$ cat src/rtl/aes_round_pipe.sv
// One AES-128 encryption round (SubBytes, ShiftRows, optional MixColumns, AddRoundKey)
// behind a valid/ready handshake, with a 1- or 2-stage pipeline and a sideband tag.

module sbox (
   input  logic [7:0] a,
   output logic [7:0] y
);
   localparam logic [2047:0] SBOX_TABLE = {
      128'h637c777bf26b6fc53001672bfed7ab76, 128'hca82c97dfa5947f0add4a2af9ca472c0,
      128'hb7fd9326363ff7cc34a5e5f171d83115, 128'h04c723c31896059a071280e2eb27b275,
      128'h09832c1a1b6e5aa0523bd6b329e32f84, 128'h53d100ed20fcb15b6acbbe394a4c58cf,
      128'hd0efaafb434d338545f9027f503c9fa8, 128'h51a3408f929d38f5bcb6da2110fff3d2,
      128'hcd0c13ec5f974417c4a77e3d645d1973, 128'h60814fdc222a908846eeb814de5e0bdb,
      128'he0323a0a4906245cc2d3ac629195e479, 128'he7c8376d8dd54ea96c56f4ea657aae08,
      128'hba78252e1ca6b4c6e8dd741f4bbd8b8a, 128'h703eb5664803f60e613557b986c11d9e,
      128'he1f8981169d98e949b1e87e9ce5528df, 128'h8ca1890dbfe6426841992d0fb054bb16
   };
   // byte 0 of the table sits in the top bits, so index downward from 2047
   assign y = SBOX_TABLE[11'd2047 - {a, 3'b000} -: 8];
endmodule

module shift_rows (
   input  logic [127:0] d,
   output logic [127:0] q
);
   // byte index is row + 4*column; row r rotates left by r columns
   for (genvar r = 0; r < 4; r++) begin : g_row
      for (genvar c = 0; c < 4; c++) begin : g_col
         assign q[127 - 8*(r + 4*c) -: 8] = d[127 - 8*(r + 4*((c + r) % 4)) -: 8];
      end
   end
endmodule

module aes_round_pipe #(
   parameter int PIPE_STAGES = 2,
   parameter int TAG_W       = 8
) (
   input  logic             clk,
   input  logic             rst_n,
   input  logic             in_valid,
   output logic             in_ready,
   input  logic             in_last,
   input  logic [127:0]     in_data,
   input  logic [127:0]     in_key,
   input  logic [TAG_W-1:0] in_tag,
   output logic             out_valid,
   input  logic             out_ready,
   output logic [127:0]     out_data,
   output logic [TAG_W-1:0] out_tag
);
   function automatic logic [7:0] xtime(input logic [7:0] b);
      xtime = {b[6:0], 1'b0} ^ (b[7] ? 8'h1b : 8'h00);
   endfunction

   function automatic logic [127:0] mix_columns(input logic [127:0] s);
      logic [7:0] a0, a1, a2, a3;
      mix_columns = 128'h0;
      for (int c = 0; c < 4; c++) begin
         a0 = s[127 - 32*c -: 8];
         a1 = s[119 - 32*c -: 8];
         a2 = s[111 - 32*c -: 8];
         a3 = s[103 - 32*c -: 8];
         mix_columns[127 - 32*c -: 8] = xtime(a0) ^ xtime(a1) ^ a1 ^ a2 ^ a3;
         mix_columns[119 - 32*c -: 8] = a0 ^ xtime(a1) ^ xtime(a2) ^ a2 ^ a3;
         mix_columns[111 - 32*c -: 8] = a0 ^ a1 ^ xtime(a2) ^ xtime(a3) ^ a3;
         mix_columns[103 - 32*c -: 8] = xtime(a0) ^ a0 ^ a1 ^ a2 ^ xtime(a3);
      end
   endfunction

   logic             adv_s;
   logic [127:0]     sub_s;
   logic [127:0]     shift_s;
   logic             mid_valid_s;
   logic             mid_last_s;
   logic [127:0]     mid_data_s;
   logic [127:0]     mid_key_s;
   logic [TAG_W-1:0] mid_tag_s;
   logic [127:0]     round_s;
   logic             out_valid_r;
   logic [127:0]     out_data_r;
   logic [TAG_W-1:0] out_tag_r;

   // one global enable: the whole pipe moves unless a held output is blocked
   assign adv_s    = ~out_valid_r | out_ready;
   assign in_ready = adv_s;

   for (genvar i = 0; i < 16; i++) begin : g_sbox
      sbox u_sbox (.a(in_data[127 - 8*i -: 8]), .y(sub_s[127 - 8*i -: 8]));
   end

   shift_rows u_shift_rows (.d(sub_s), .q(shift_s));

   if (PIPE_STAGES == 1) begin : g_one
      assign mid_valid_s = in_valid;
      assign mid_last_s  = in_last;
      assign mid_data_s  = shift_s;
      assign mid_key_s   = in_key;
      assign mid_tag_s   = in_tag;
   end else begin : g_two
      logic             s1_valid_r;
      logic             s1_last_r;
      logic [127:0]     s1_data_r;
      logic [127:0]     s1_key_r;
      logic [TAG_W-1:0] s1_tag_r;

      // stage 1: ShiftRows(SubBytes) with its key, mode and tag; payload loads only on valid beats
      always_ff @(posedge clk or negedge rst_n) begin
         if (!rst_n) begin
            s1_valid_r <= 1'b0;
            s1_last_r  <= 1'b0;
            s1_data_r  <= 128'h0;
            s1_key_r   <= 128'h0;
            s1_tag_r   <= {TAG_W{1'b0}};
         end else if (adv_s) begin
            s1_valid_r <= in_valid;
            if (in_valid) begin
               s1_last_r <= in_last;
               s1_data_r <= shift_s;
               s1_key_r  <= in_key;
               s1_tag_r  <= in_tag;
            end
         end
      end

      assign mid_valid_s = s1_valid_r;
      assign mid_last_s  = s1_last_r;
      assign mid_data_s  = s1_data_r;
      assign mid_key_s   = s1_key_r;
      assign mid_tag_s   = s1_tag_r;
   end

   assign round_s = (mid_last_s ? mid_data_s : mix_columns(mid_data_s)) ^ mid_key_s;

   // output stage: bubbles clear valid but leave the last payload in place
   always_ff @(posedge clk or negedge rst_n) begin
      if (!rst_n) begin
         out_valid_r <= 1'b0;
         out_data_r  <= 128'h0;
         out_tag_r   <= {TAG_W{1'b0}};
      end else if (adv_s) begin
         out_valid_r <= mid_valid_s;
         if (mid_valid_s) begin
            out_data_r <= round_s;
            out_tag_r  <= mid_tag_s;
         end
      end
   end

   assign out_valid = out_valid_r;
   assign out_data  = out_data_r;
   assign out_tag   = out_tag_r;
endmodule

$ cat config.mk
export PLATFORM = sky130hd
export DESIGN_NAME = aes_round_pipe
export DESIGN_NICKNAME = d
export VERILOG_FILES = /design/src/rtl/aes_round_pipe.sv
export SDC_FILE = /design/constraint.sdc
export NUM_CORES = 2
export LEC_CHECK = 0
export CAP_MARGIN = 15
export CORE_MARGIN = 4
export CORE_UTILIZATION = 57
export DETAILED_ROUTE_END_ITERATION = 8
export PLACE_DENSITY = 0.83
export SLEW_MARGIN = 40
export SYNTH_ARGS = -nofsm -noshare
export SYNTH_HDL_FRONTEND = slang
export SYNTH_SLANG_ARGS = --single-unit
$ cat constraint.sdc
create_clock -name clk -period 2 [get_ports clk]
set_input_delay 0.3 -clock clk [delete_from_list [all_inputs] [get_ports clk]]
set_output_delay 0.3 -clock clk [all_outputs]
set_load 0.005 [all_outputs]
==> results of run 1 <==
==> stage by stage <==
step	hold WS, ns	instances	util	worst slack [ns]	TNS [ns]
2_1_floorplan	0.004409	10820	-	-0.3736	-12.18
3_3_place_gp	0.2560	14660	0.7779	-1.239	-213.40
3_5_place_dp	0.2665	14660	0.7779	-1.241	-233.42
4_1_cts	0.1257	14840	0.8123	-0.1758	-2.741
==> timing repair <==
item                                    in CTS
endpoints found under the setup margin     376
pin swaps                                  106
gates resized for setup                    529
endpoints found under the hold margin       39
hold buffers                                 1
gates cloned                                 3
setup buffers                               79
==> logic make-up after synthesis <==
logic type / Yosys count / synth area share
simple gates: 3979 / 0.2562
mux: 336 / 0.07240
buf+inv: 1485 / 0.08362
compound gates: 3784 / 0.3414
xor+xnor: 595 / 0.07044
fa+ha+maj: 240 / 0.04036
flops: 403 / 0.1356
==> synth_stat cells (all sizes together) (36+ instances only) <==
cell type | count | area, um2
a2111oi | 66 | 598.1
a211o | 79 | 691.9
a211oi | 222 | 1667
a21o | 58 | 435.4
a21oi | 736 | 3684
a221o | 38 | 380.4
a221oi | 64 | 560.5
a22oi | 46 | 345.3
a311o | 37 | 370.4
a311oi | 150 | 1314
a31oi | 243 | 1520
a32oi | 41 | 359.1
and2 | 111 | 694.4
and3 | 81 | 506.7
buf | 552 | 2713
clkbuf | 767 | 2885
dfrtp | 403 | 10080
ha | 240 | 3003
inv | 137 | 514.2
mux2i | 144 | 1441
mux4 | 158 | 3558
nand2 | 1385 | 5201
nand2b | 346 | 2165
nand3 | 343 | 1717
nand3b | 36 | 270.3
nand4 | 58 | 362.9
nor2 | 697 | 2621
nor2b | 279 | 1748
nor3 | 335 | 1677
nor3b | 42 | 315.3
nor4 | 52 | 325.3
o2111ai | 53 | 464.2
o211ai | 218 | 1637
o21a | 43 | 322.8
o21ai | 952 | 4765
o221ai | 65 | 569.3
o22ai | 70 | 437.9
o311a | 36 | 360.4
o311ai | 169 | 1480
o31ai | 129 | 968.4
or2 | 96 | 600.6
or3 | 67 | 419.2
xnor2 | 420 | 3686
xor2 | 174 | 1531
==> routing by layer <==
layer / GRT usage / GRT overflow
met1: 0.7250 / 5
met2: 0.8584 / 83
met3: 0.6542 / 20
met4: 0.6518 / 92
met5: 0.4217 / 0
==> impl_metrics.tcl, run 1 <==
set metrics [dict create \
    status "stopped before the end" \
    lastStage "global routing (5_1_grt)" \
    firstError "[ERROR GRT-0116] Global routing finished with congestion. Check the congestion regions in the DRC Viewer." \
    grt_pass1_wl_um 780700 \
    ys_types 97 \
    cts_inserted_buffers 52 \
    synthCells 10820 \
    globalplace.congestion 1.368 \
    root_buffer "clkbuf_16" \
    die_h_um 369.3 \
    synth-warning-count 0 \
    gr-total-overflow 200 \
    grt_start_max_net_pins 88 \
    syn_nets 11330 \
    hpwl_um 299900 \
    num_rows 132 \
    synth_edf_count 0 \
    netlist_area_mm2 0.07439 \
    io_pins 407 \
    gr-usage-all-layers 0.7291 \
    cts_max_path_buffers 3 \
    ys_seq_elements 403 \
    grt_pass1_vias 126800 \
    htree_levels 2 \
    io_buffer_count 406 \
    ys.flop_type "dfrtp_1" \
    die_w_um 369.3 \
    async_reset_ff_frac 1.000 \
    ys_seq_area_frac 0.1356 \
    avgSynthCellArea_um2 6.874 \
    start_util 0.5738 \
    numClockSinks 403 \
    dpl_cell_area_mm2 0.1009 \
]
==> run 2, diff against run 1 <==
- CORE_UTILIZATION: 57 -> 40
- PLACE_DENSITY: 0.83 -> default
- PLACE_DENSITY_LB_ADDON: default -> 0.15
- clock period: 2 -> 2.6 ns (I/O delays scaled with it)
==> run 2 against run 1 <==
Against the previous run: synthesized area unchanged; synthesized cell count unchanged; the flow now finishes, with violations (DRC, setup timing).
==> impl_metrics.tcl, run 2 <==
set metrics [dict create \
    die_w_um 439.3 \
    synth_compound_area_frac 0.3414 \
    leakagePower_nw 43.31 \
    cts_inserted_buffers 53 \
    setup-tns-final_ns -0.1461 \
    internal-power_mw 28.03 \
    power_frac_clock 0.152 \
    final_nets 13410 \
    ys_seq_area_frac 0.1356 \
    drive_above_1_share 0.2691 \
    grt_start_max_net_pins 117 \
    status "complete, but fails checks" \
    netlist_area_mm2 0.07439 \
    die_h_um 439.3 \
    vdd_drop_max_uv 603.8 \
    wl_met1_um 165300 \
    cts_tree "done" \
    slew_viol_final 0 \
    p_sw_frac 0.4685 \
    p_sw_mw 24.71 \
    drc 1 \
    p_seq_frac 0.195 \
    synth.most_common_cell "nand2_1" \
    antenna_found_initial 33 \
    synth_edf_count 0 \
    via_count 102100 \
    synth_fa_ha_area_frac 0.04036 \
    async_reset_ff_frac 1.000 \
    path_class "primary input to flip-flop" \
    drt-initial-drc-count 16400 \
    cp.arrival_ns 3.24 \
    end_kind "flip-flop" \
    worst_pin_slew_ns 1.040 \
    cts_max_path_buffers 3 \
    io_pins 407 \
    die_area_mm2 0.1929 \
    worstSkewPairLatency_ns 0.70 \
    maxSlewHeadroom 0.3001 \
    synth.top_cell.area_share 0.1356 \
    area.sequential_mm2 0.01009 \
    grt_pass1_vias 96720 \
    wl_met3_um 50830 \
    synth-warning-count 0 \
    io_buffer_count 406 \
    via_per_inst 6.613 \
    multiInputGateArea_mm2 0.05833 \
    yosysTopAreaCell "dfrtp_1" \
    synth_area_leaders "dfrtp_1, nand2_1, o21ai_0, a21oi_1, xnor2_1" \
    ys_types 97 \
    yosys.area_share.simple 0.2562 \
    max_freq_ghz 0.3752 \
    combPwrFrac 0.653 \
    clk_pin_slew_ns 0.06 \
    stdcell_area_mm2 0.1019 \
    period_minus_slack_ns 2.665 \
    ys_top_cells_by_count "nand2_1, o21ai_0, clkbuf_1" \
    synth.area.mux_share 0.07240 \
    avgSynthCellArea_um2 6.874 \
    core_mm2 0.1852 \
    root_buffer "clkbuf_16" \
    grt_pass1_wl_um 636000 \
    hold_violations 0 \
    drv_cap 0 \
    synth_xor_area_frac 0.07044 \
    routed.top_layer "met5" \
    ys_seq_elements 403 \
    first_pass_iters 9 \
    path_max_fanout 7 \
    final_common_cell "buf_4" \
    gr-usage-all-layers 0.4251 \
    min_path_type "primary input to flip-flop" \
    numClockSinks 403 \
    fin_skew_ns 0.04480 \
    area_growth_pct 36.97 \
    detail-route-antenna-nets 0 \
    p_per_area_mw_per_mm2 517.7 \
    wl_um 433200 \
    required_ns 3.17 \
    dpl_cell_area_mm2 0.09981 \
    start_util 0.4016 \
    fillers 18070 \
    gr-total-overflow 0 \
    final_cell_mix "buf_4, nand2_1, o21ai_0" \
    hpwl_um 336100 \
    synthCells 10820 \
    ys.flop_type "dfrtp_1" \
    setup_viol 4 \
    violations "DRC, setup timing" \
    num_rows 158 \
    fin_crit_sh 1.025 \
    start_kind "primary input" \
    htree_levels 2 \
    route.met2.wl_um 183700 \
    fin_util 0.5501 \
    setup_slack_ns -0.06520 \
    synth_top_family_by_area "compound AO/OA/AOI/OAI gates" \
    avgRoutedWirePerCell_um 28.06 \
    dpl_worst_slack_ns -0.8833 \
    syn_nets 11330 \
    globalplace.congestion 1.086 \
]
run 2: power by group through the flow:
stage          Clock (mW)  Combinational (mW)  Sequential, mW
2_1_floorplan           0                17.9            9.04
3_3_place_gp            0                33.1            10.3
3_5_place_dp            0                33.4            10.3
4_1_cts              8.14                33.6            10.2
5_1_grt              8.35                36.2            10.5
6_report             8.00                34.4            10.3
run 2: cell families after synthesis:
group | Yosys count
and+or+nand+nor | 3979
AOI/OAI and AO/OA | 3784
buffers and inverters | 1485
xor gates and xnor gates | 595
DFF | 403
muxes | 336
adders and majority gates | 240
run 2: critical path, cell delays in order:
cell and delay [ns]:
clkdlybuf4s50_1 0.48, inv_1 0.09, ha_1 0.49, buf_4 0.24
o21a_1 0.16, a221oi_1 0.25, o22a_1 0.21, a21oi_1 0.08
a2111oi_1 0.56, buf_4 0.21, o22ai_1 0.07
run 2: through the flow:
stage	hold slack (ns)	cells	total power, mW
6_report	0.2167	15440	52.75
3_3_place_gp	0.3610	15320	43.37
5_1_grt	0.2219	15430	55.00
2_1_floorplan	0.09441	10820	26.99
4_1_cts	0.1717	15420	51.98
3_5_place_dp	0.3673	15320	43.72
run 2: per-layer routing:
layer	global-route usage	up-vias
li1	-	44210
met1	0.5555	48300
met2	0.6416	7863
met3	0.08766	1701
met4	0.2592	22
met5	0	-
run 2: timing repair:
action                                 4_1_cts  5_1_grt
pin swaps                                    1        4
setup endpoints to repair                   10       49
setup buffers                                0        3
endpoints found under the hold margin       39        0
hold buffers                                 1        0
gates resized for setup                     14       62
run 2: area by class of cell:
type | count | share of cell area
Multi-Input combinational cell | 8934 | 0.5724
Timing Repair Buffer | 3338 | 0.2736
Sequential cell | 403 | 0.09901
Tap cell | 2480 | 0.03045
Clock buffer | 65 | 0.01365
Inverter | 166 | 0.006263
Clock inverter | 32 | 0.004077
Antenna cell | 20 | 0.0004912
run 2: worst paths after layout:
| check | depth (start not counted) | slack (ns) | startpoint | endpoint |
|---|---|---|---|---|
| hold reg to reg | 2 | 0.47 | g_two.s1_tag_r[1] | out_tag[1] |
| setup reg to reg | 7 | 0.11 | g_two.s1_data_r[15] | out_data[12] |
| hold / removal | 3 | 0.22 | in_key[68] | g_two.s1_key_r[68] |
| max in group asynchronous | 3 | 1.43 | rst_n | g_two.s1_data_r[63] |
| setup / recovery | 11 | -0.07 | in_data[97] | g_two.s1_data_r[67] |
| min in group asynchronous | 2 | 0.24 | rst_n | out_data[121] |
(Power assumes the default switching activity.)
